==> config.mk <==
export PLATFORM = sky130hd
export DESIGN_NAME = ws_epm1270_led_top
export DESIGN_NICKNAME = d
export VERILOG_FILES = /design/src/rtl/ws_epm1270_pkg.sv /design/src/rtl/ws_epm1270_prescaler.sv /design/src/rtl/ws_epm1270_led_top.sv
export SDC_FILE = /design/constraint.sdc
export NUM_CORES = 1
export LEC_CHECK = 0
export ABC_AREA = 1
export ABC_CLOCK_PERIOD_IN_PS = 1400
export BUFFER_PORTS_ARGS = -buffer_cell sky130_fd_sc_hd__buf_2
export CAP_MARGIN = 20
export CORE_ASPECT_RATIO = 1.5
export CORE_MARGIN = 2
export CORE_UTILIZATION = 50
export DETAILED_ROUTE_END_ITERATION = 12
export GPL_TIMING_DRIVEN = 0
export MAX_ROUTING_LAYER = met4
export PLACE_DENSITY = 0.71
export SLEW_MARGIN = 30
export SYNTH_ARGS = -nofsm -noshare
export SYNTH_HDL_FRONTEND = slang
export SYNTH_HIERARCHICAL = 1
export SYNTH_SLANG_ARGS = --single-unit
==> constraint.sdc <==
create_clock -name clk_50m -period 1.4 [get_ports clk_50m]
set_input_delay 0.28 -clock clk_50m [delete_from_list [all_inputs] [get_ports clk_50m]]
set_output_delay 0.28 -clock clk_50m [all_outputs]
set_load 0.05 [all_outputs]
==> src/rtl/ws_epm1270_pkg.sv <==
// rtl/ws_epm1270_pkg.sv - shared types, constants and helpers for the EPM1270 LED demo
package ws_epm1270_pkg;

    typedef enum logic [1:0] {
        SCAN_UP   = 2'd0,
        SCAN_DOWN = 2'd1,
        COUNT     = 2'd2
    } state_t;

    localparam int LED_W         = 4;
    localparam int SCAN_MAX      = 3;
    localparam int COUNT_MAX     = 15;
    localparam int HW_EXTRA_BITS = 16;

    // Simulation builds use the base width; hardware adds bits for a human-visible rate
    function automatic int prescale_width(input int c_size, input int sim);
        return (sim != 0) ? c_size : c_size + HW_EXTRA_BITS;
    endfunction

endpackage

==> src/rtl/ws_epm1270_prescaler.sv <==
// rtl/ws_epm1270_prescaler.sv - free-running counter producing a one-cycle tick every 2^W cycles
module ws_epm1270_prescaler #(
    parameter int W = 9
) (
    input  logic clk,
    input  logic rst,
    output logic tick
);

    logic [W-1:0] count;

    // Tick on the all-ones value; the increment then wraps naturally to zero
    assign tick = &count;

    // Free-running up-counter
    always_ff @(posedge clk or posedge rst) begin
        if (rst) begin
            count <= '0;
        end else begin
            count <= count + W'(1);
        end
    end

endmodule

==> src/rtl/ws_epm1270_led_top.sv <==
// rtl/ws_epm1270_led_top.sv - board top: reset sync, prescaler, scanner/counter FSM, active-low LED drive
module ws_epm1270_led_top
    import ws_epm1270_pkg::*;
#(
    parameter int C_SIZE = 9,
    parameter int SIM    = 0
) (
    input  logic             clk_50m,
    input  logic             rst,
    output logic [LED_W-1:0] led_n
);

    localparam int W = prescale_width(C_SIZE, SIM);

    logic [1:0] rst_sync;
    logic       rst_int;
    logic       tick;
    state_t     state;
    logic [1:0] pos;
    logic [3:0] cnt;

    // Assert immediately, release on the second clock edge after rst drops
    always_ff @(posedge clk_50m or posedge rst) begin
        if (rst) begin
            rst_sync <= 2'b00;
        end else begin
            rst_sync <= {rst_sync[0], 1'b1};
        end
    end

    assign rst_int = ~rst_sync[1];

    ws_epm1270_prescaler #(
        .W(W)
    ) u_prescaler (
        .clk  (clk_50m),
        .rst  (rst_int),
        .tick (tick)
    );

    // Sequence FSM: bounce a single LED, then binary count; illegal states recover at once
    always_ff @(posedge clk_50m or posedge rst_int) begin
        if (rst_int) begin
            state <= SCAN_UP;
            pos   <= 2'd0;
            cnt   <= 4'd0;
        end else begin
            case (state)
                SCAN_UP: begin
                    if (tick) begin
                        if (pos < 2'(SCAN_MAX)) begin
                            pos <= pos + 2'd1;
                        end else begin
                            state <= SCAN_DOWN;
                            pos   <= 2'(SCAN_MAX - 1);
                        end
                    end
                end
                SCAN_DOWN: begin
                    if (tick) begin
                        if (pos > 2'd0) begin
                            pos <= pos - 2'd1;
                        end else begin
                            state <= COUNT;
                            cnt   <= 4'd0;
                        end
                    end
                end
                COUNT: begin
                    if (tick) begin
                        if (cnt < 4'(COUNT_MAX)) begin
                            cnt <= cnt + 4'd1;
                        end else begin
                            state <= SCAN_UP;
                            pos   <= 2'd0;
                            cnt   <= 4'd0;
                        end
                    end
                end
                default: begin
                    state <= SCAN_UP;
                    pos   <= 2'd0;
                    cnt   <= 4'd0;
                end
            endcase
        end
    end

    // Registered decode so the pins are glitch-free; LEDs are lit by driving 0
    always_ff @(posedge clk_50m or posedge rst_int) begin
        if (rst_int) begin
            led_n <= '1;
        end else begin
            case (state)
                SCAN_UP, SCAN_DOWN: led_n <= ~(4'b0001 << pos);
                COUNT:              led_n <= ~cnt;
                default:            led_n <= '1;
            endcase
        end
    end

endmodule

# After elaboration in Yosys (flattened, before gate mapping)
# Index checks and enable logic that the tools add are counted.
# Widths: inputs -> output; s select.
[op_classes] add_sub_neg=4 n_lt_le_gt_ge=3 eq_ne=9 n_shift=1 n_mux=18 n_bitwise=3 n_reduce_logical=6
[op_table] op="$add 25x1->25 const B" n=1
[op_table] op="$reduce_and 25->1" n=1
[op_table] op="$mux 2" n=10
[op_table] op="$mux 4" n=4
[op_table] op="$ne 2x2->1 const B" n=7
[op_table] op="$pmux 2 s3" n=2
[op_table] op="$pmux 4 s3" n=1
[op_table] op="$not 4->4" n=2
[op_table] op="$pmux 4 s2" n=1
[op_table] op="$reduce_and 6->1" n=1
[op_table] op="$reduce_and 5->1" n=1
[op_table] op="$add 4x1->4 const B" n=1
[op_table] op="$lt 4x4->1 const B" n=1
[op_table] op="$reduce_and 4->1" n=1
[op_table] op="$shl 1x2->4 const A" n=1
[op_table] op="$add 2x1->2 const B" n=1
[op_table] op="$eq 2x1->1 const B" n=1
[op_table] op="$eq 2x2->1 const B" n=1
[op_table] op="$gt 2x1->1 const B" n=1
[op_table] op="$logic_not 2->1" n=1
[op_table] op="$lt 2x2->1 const B" n=1
[op_table] op="$reduce_or 2->1" n=1
[op_table] op="$sub 2x1->2 const B" n=1
[op_table] op="$not 1->1" n=1
[word_totals] ff_bits=39 inputBits=2 word_cells=50

# Logic depth before layout (Yosys ltp)
[logic_depth] ltp_word=4 ltp_mapped=12

# Cells and area by module
# Netlist, hierarchy kept.
[by_module_without_submodules] module="ws_epm1270_prescaler" instances=1 cells_each=151 area_per_inst_um2=1360.1 seq_area_each_um2=625.6
[by_module_without_submodules] module="ws_epm1270_led_top" instances=1 cells_each=96 area_per_inst_um2=842.1 seq_area_each_um2=355.3

# Worst setup path after synthesis
# No wires, ideal clock.
[synth_path] path_type="register to register" from="register u_prescaler.count[0]" to="register cnt[2]" setup_time_ns=0.118 arrival_time_ns=1.552 required_time_ns=1.282 slack_ns=-0.269 stages_incl_launch_ff=13 n_path_buf=0 cell_sequence="dfrtp_1 ha_1 nand2_2 nor2_4 nand2_4 nor2_8 nand3_2 nor2_2 inv_1 nand2_4 nand2_4 nand2_1 o21ai_2"
[synth_between] elab_chain_cells=3
[synth_lines] item="from (decl)" line="ws_epm1270_prescaler.sv:10" text="logic [W-1:0] count;"
[synth_lines] item="from (signal assigned)" line="ws_epm1270_prescaler.sv:20" text="count <= count + W'(1);"
[synth_lines] item="$reduce_and 25->1 (*)" line="ws_epm1270_prescaler.sv:13" text="assign tick = &count;"
[synth_lines] item="net tick" line="ws_epm1270_led_top.sv:17" text="logic tick;"
[synth_lines] item="$ne 2x2->1 (no line)"
[synth_lines] item="$reduce_and 4->1 (no line) (*)"
[synth_lines] item="to (signal assigned)" line="ws_epm1270_led_top.sv:72" text="cnt <= cnt + 4'd1;"
[synth_lines] item="to (decl)" line="ws_epm1270_led_top.sv:20" text="logic [3:0] cnt;"
# The timed path passes the listed nets; every way through them passes the cells marked *.
# A chain may end at the register's enable or synchronous reset.

# Worst setup path in the final report
[layout_path] from="register u_prescaler.count[1]" to="register pos[0]"
[layout_between] elab_chain_cells=3
[layout_lines] item="$reduce_and 25->1 (*)" line="ws_epm1270_prescaler.sv:13"
[layout_lines] item="net tick" line="ws_epm1270_led_top.sv:17"
[layout_lines] item="$ne 2x2->1 (no line)"
[layout_lines] item="$reduce_and 5->1 (no line) (*)"
[layout_lines] item="to (signal assigned)" line="ws_epm1270_led_top.sv:52" text="pos <= pos + 2'd1;"
[layout_lines] item="to (signal assigned)" line="ws_epm1270_led_top.sv:55" text="pos <= 2'(SCAN_MAX - 1);"
[layout_lines] item="to (signal assigned)" line="ws_epm1270_led_top.sv:62" text="pos <= pos - 2'd1;"
[layout_lines] item="to (decl)" line="ws_epm1270_led_top.sv:19" text="logic [1:0] pos;"
# Marks and branches as above.

==> impl_results.md <==
- Hold Path Class: reg2async
- Post-synth EDFFs: 0
- Area share of the leading cell type in the synthesized netlist: between 30% and 40%
- RSZ-0062 raised after global routing: yes
- Count of final hold-check violations: 0
- CTS buffer count: 5
- #FFs+latches synth: 39
- Total Routing Usage GR: about a fifth
- Maximum buffer depth of the clock tree: 2
- Metal2 WL: between 2000 and 2500 um
- Top layer in use: met4
- Cell count of the worst reg-to-reg path: 12
- Critical path endpoint category: register
- Register clock-pin slew on the reported worst setup and hold paths: approximately 0.08 ns
- Ys Warns: 6
- Skew-Pair Late Insertion Delay: 0.29 ns
- TritonCTS Sinks: 39
- Area Growth Syn to Fin: 16.3%
- Die area: between 4000 and 5000 sq um
- Final worst path period share: 122%
- CP Launch Type: register
- Total Routed Length: slightly above 4000 um
- Num rows: 29
- Final WS setup: -0.302 ns
- Max-slew violations: 0
- Slew @ Worst Pin: around 0.55 ns
- Ant. Diodes: 0
- Mapped Area: around 2200 sq um
- Status: finished with violations
- Ports: 6
- Die Y: around 85 um
- Max-cap viol count: 0
- Drt first pass iters: 4
- Total Power: about 2.3 mW
- Vias: 1611
- Async SR Flop Fraction: 100%
- Critical Path Start: u_prescaler/count[1]
- TNS Setup: -2.99 ns
- Fmax: 0.587 GHz
- Unique cell type count in the Yosys netlist: 29
- Routed Antenna Nets: 0
- Slew Limit Headroom: between 60 and 70%
- Post-synth top area cell: dfrtp_1
- Reg2Reg Setup Slack: -0.30 ns
- Core Area: between 4000 and 5000 sq um
- Post-synthesis compound-gate area fraction: 3.52%
- WL/cell: about 13 um
- Critical-path maximum fanout: 3
- Largest net degree at the start of global routing: 26
- Global-route wire length before repair: around 7300 um
- # setup viols final: 15
- Met3 WL: 87 um
- Placer Congestion: just over 0.8
- Fin crit period: between 1.5 and 2 ns
- Die Width: roughly 58 um
- DR vias/cell: 5.08
- Final core occ: between 60% and 70%
- CTS tree: done
- Number of global-route vias before repair: 1658
- Simple-Gate Fraction of Synth Area: between 30% and 40%
- Xor/xnor share of the synthesized area: between 7 and 8%
- CP required: 1.59 ns
- Post-Syn Area per Cell: 8.92 sq um
- Post-Place Cells: ~300
- Sequential area share after synthesis: between 40 and 50%
- Synth area leaders: dfrtp_1 (40%), nand2_1 (12%), dfstp_2 (4.8%), inv_1 (4.3%), xor2_1 (3.6%)
- R2r startpoint: u_prescaler/count[1]
- DP HPWL: 2820 um
- Pwr/cell area: roughly 900 nW/um^2
- Cells after Synth: about 250
- Worst Setup EP: pos[0]
- Syn_nets: around 260
- Multiplexer share of the synthesized area: 0%
- Failing checks: negative setup slack
- Remaining DRCs: 0
- Metal-1 WL: between 1500 and 2000 um
- Initial Utilization: approximately half
- Initial antenna violation count: 0
- H-tree depth: 2
- Reg-to-reg endpoint: pos[0]
- Clock skew: just under 0.009 ns
- Leakage: ~1.2 nW
- Worst VDD drop: around 0.0012 V
- Largest family of logic cells by synthesized area: simple AND/OR/NAND/NOR gates
- Post-Layout Cell Count: around 320
- Fin nets: ~280
- First DRT Iteration DRCs: 35
- Worst setup path category: reg2reg
- Port bufs: 5
- Root buffer cell: clkbuf_8
- Layout cells sized above 1: approximately 30%
- GR Overflow Total: 0
- Most used DFF post-synth: dfrtp_1
- WP data arrival: around 1.9 ns
- Post-Synth Adder-Cell Area: around 3.4%
-- routing by layer --
| metal | global-route usage [%] | up-vias |
|---|---|---|
| li1 | - | 808 |
| met5 | - | - |
| met2 | 35.2 | 15 |
| met3 | 3.35 | 10 |
| met1 | 20.2 | 778 |
| met4 | 9.09 | 0 |
-- state kept, by name, indices dropped and copies added (netlist names) --
| register | cells |
|---|---|
| u_prescaler/count | 25 |
| cnt | 4 |
| led_n | 4 |
| pos | 2 |
| rst_sync | 2 |
| state | 2 |
-- how the worst min path moves through the flow --
stage,to,slack (ns)
floorplan,rst_sync[0],0.02
global placement,rst_sync[0],0.13
detailed placement,rst_sync[1],0.14
CTS,cnt[1],0.24
global route,pos[1],0.27
finish,cnt[1],0.21
-- kinds of logic after synthesis --
logic type	after synthesis
buffers and inverters	29
adder cells (fa/ha/maj)	6
AND/OR/NAND/NOR	146
XOR/XNOR	16
flip-flops	39
AO/OA/AOI/OAI	10
other	1
-- metrics by stage --
| step | setup slack, ns | cell area [sq um] | hold WS [ns] |
|---|---|---|---|
| final | -0.302 | 2560 | 0.211 |
| after CTS | -0.304 | 2520 | 0.242 |
| after floorplan | -0.255 | 2220 | 0.0212 |
| after detailed placement | -0.463 | 2300 | 0.143 |
| after global routing | -0.440 | 2560 | 0.271 |
| after global placement | -0.421 | 2300 | 0.128 |
-- Yosys cell counts (all sizes together), types with 4 or more instances --
cell	n
ha	6
xor2	11
nand3b	6
nand3	19
xnor2	5
inv	27
o21ai	6
nor2	34
nand2	83
dfstp	4
dfrtp	35
-- cell usage in the layout, fill, tap and decap left out, drive strengths merged --
master,n
nand2,83
dfrtp,35
nor2,34
inv,26
nand3,19
buf,16
xor2,11
nand3b,6
ha,6
clkbuf,6
o21ai,6
xnor2,5
dfstp,4
a22o,3
nand4,3
bufinv,2
o22ai,1
clkinv,1
dlygate4sd3,1
conb,1
and2,1
clkinvlp,1
-- report_power, final --
part / leakage [nW] / internal (mW) / switching, mW
Sequential: 0.517 / 1.13 / 0.00752
Combinational: 0.660 / 0.00383 / 0.0174
Clock: 0.0654 / 0.713 / 0.404
Total: 1.24 / 1.85 / 0.429
-- layout make-up --
| cell class | instances | area [sq um] |
|---|---|---|
| clock buffer | 6 | 72.6 |
| fill | 351 | 1680 |
| buffer | 1 | 7.51 |
| timing repair buffer | 16 | 118 |
| clock inverter | 2 | 60.1 |
| tap | 46 | 57.6 |
| inverter | 28 | 113 |
| sequential | 39 | 981 |
| multi-input combinational | 179 | 1150 |
-- critical path, cell delays in order, from the launching register on --
cell and delay [ns]:
dfrtp_1 0.37, ha_2 0.19, nand2_2 0.06, nor2_4 0.15, nand2_4 0.09, nor2_8 0.10
nand3_4 0.07, nor2_4 0.17, o21ai_1 0.09, nand2_1 0.11, nand3_2 0.10, nand2_1 0.06
nand2_1 0.04
-- timing repair --
item	CTS	global route
pin swaps	10	7
hold buffers	1	0
endpoints found under the hold margin	2	0
resized for setup	5	4
setup endpoints to repair	34	15
setup buffers	6	4
Power figures use the tool's default switching activity.
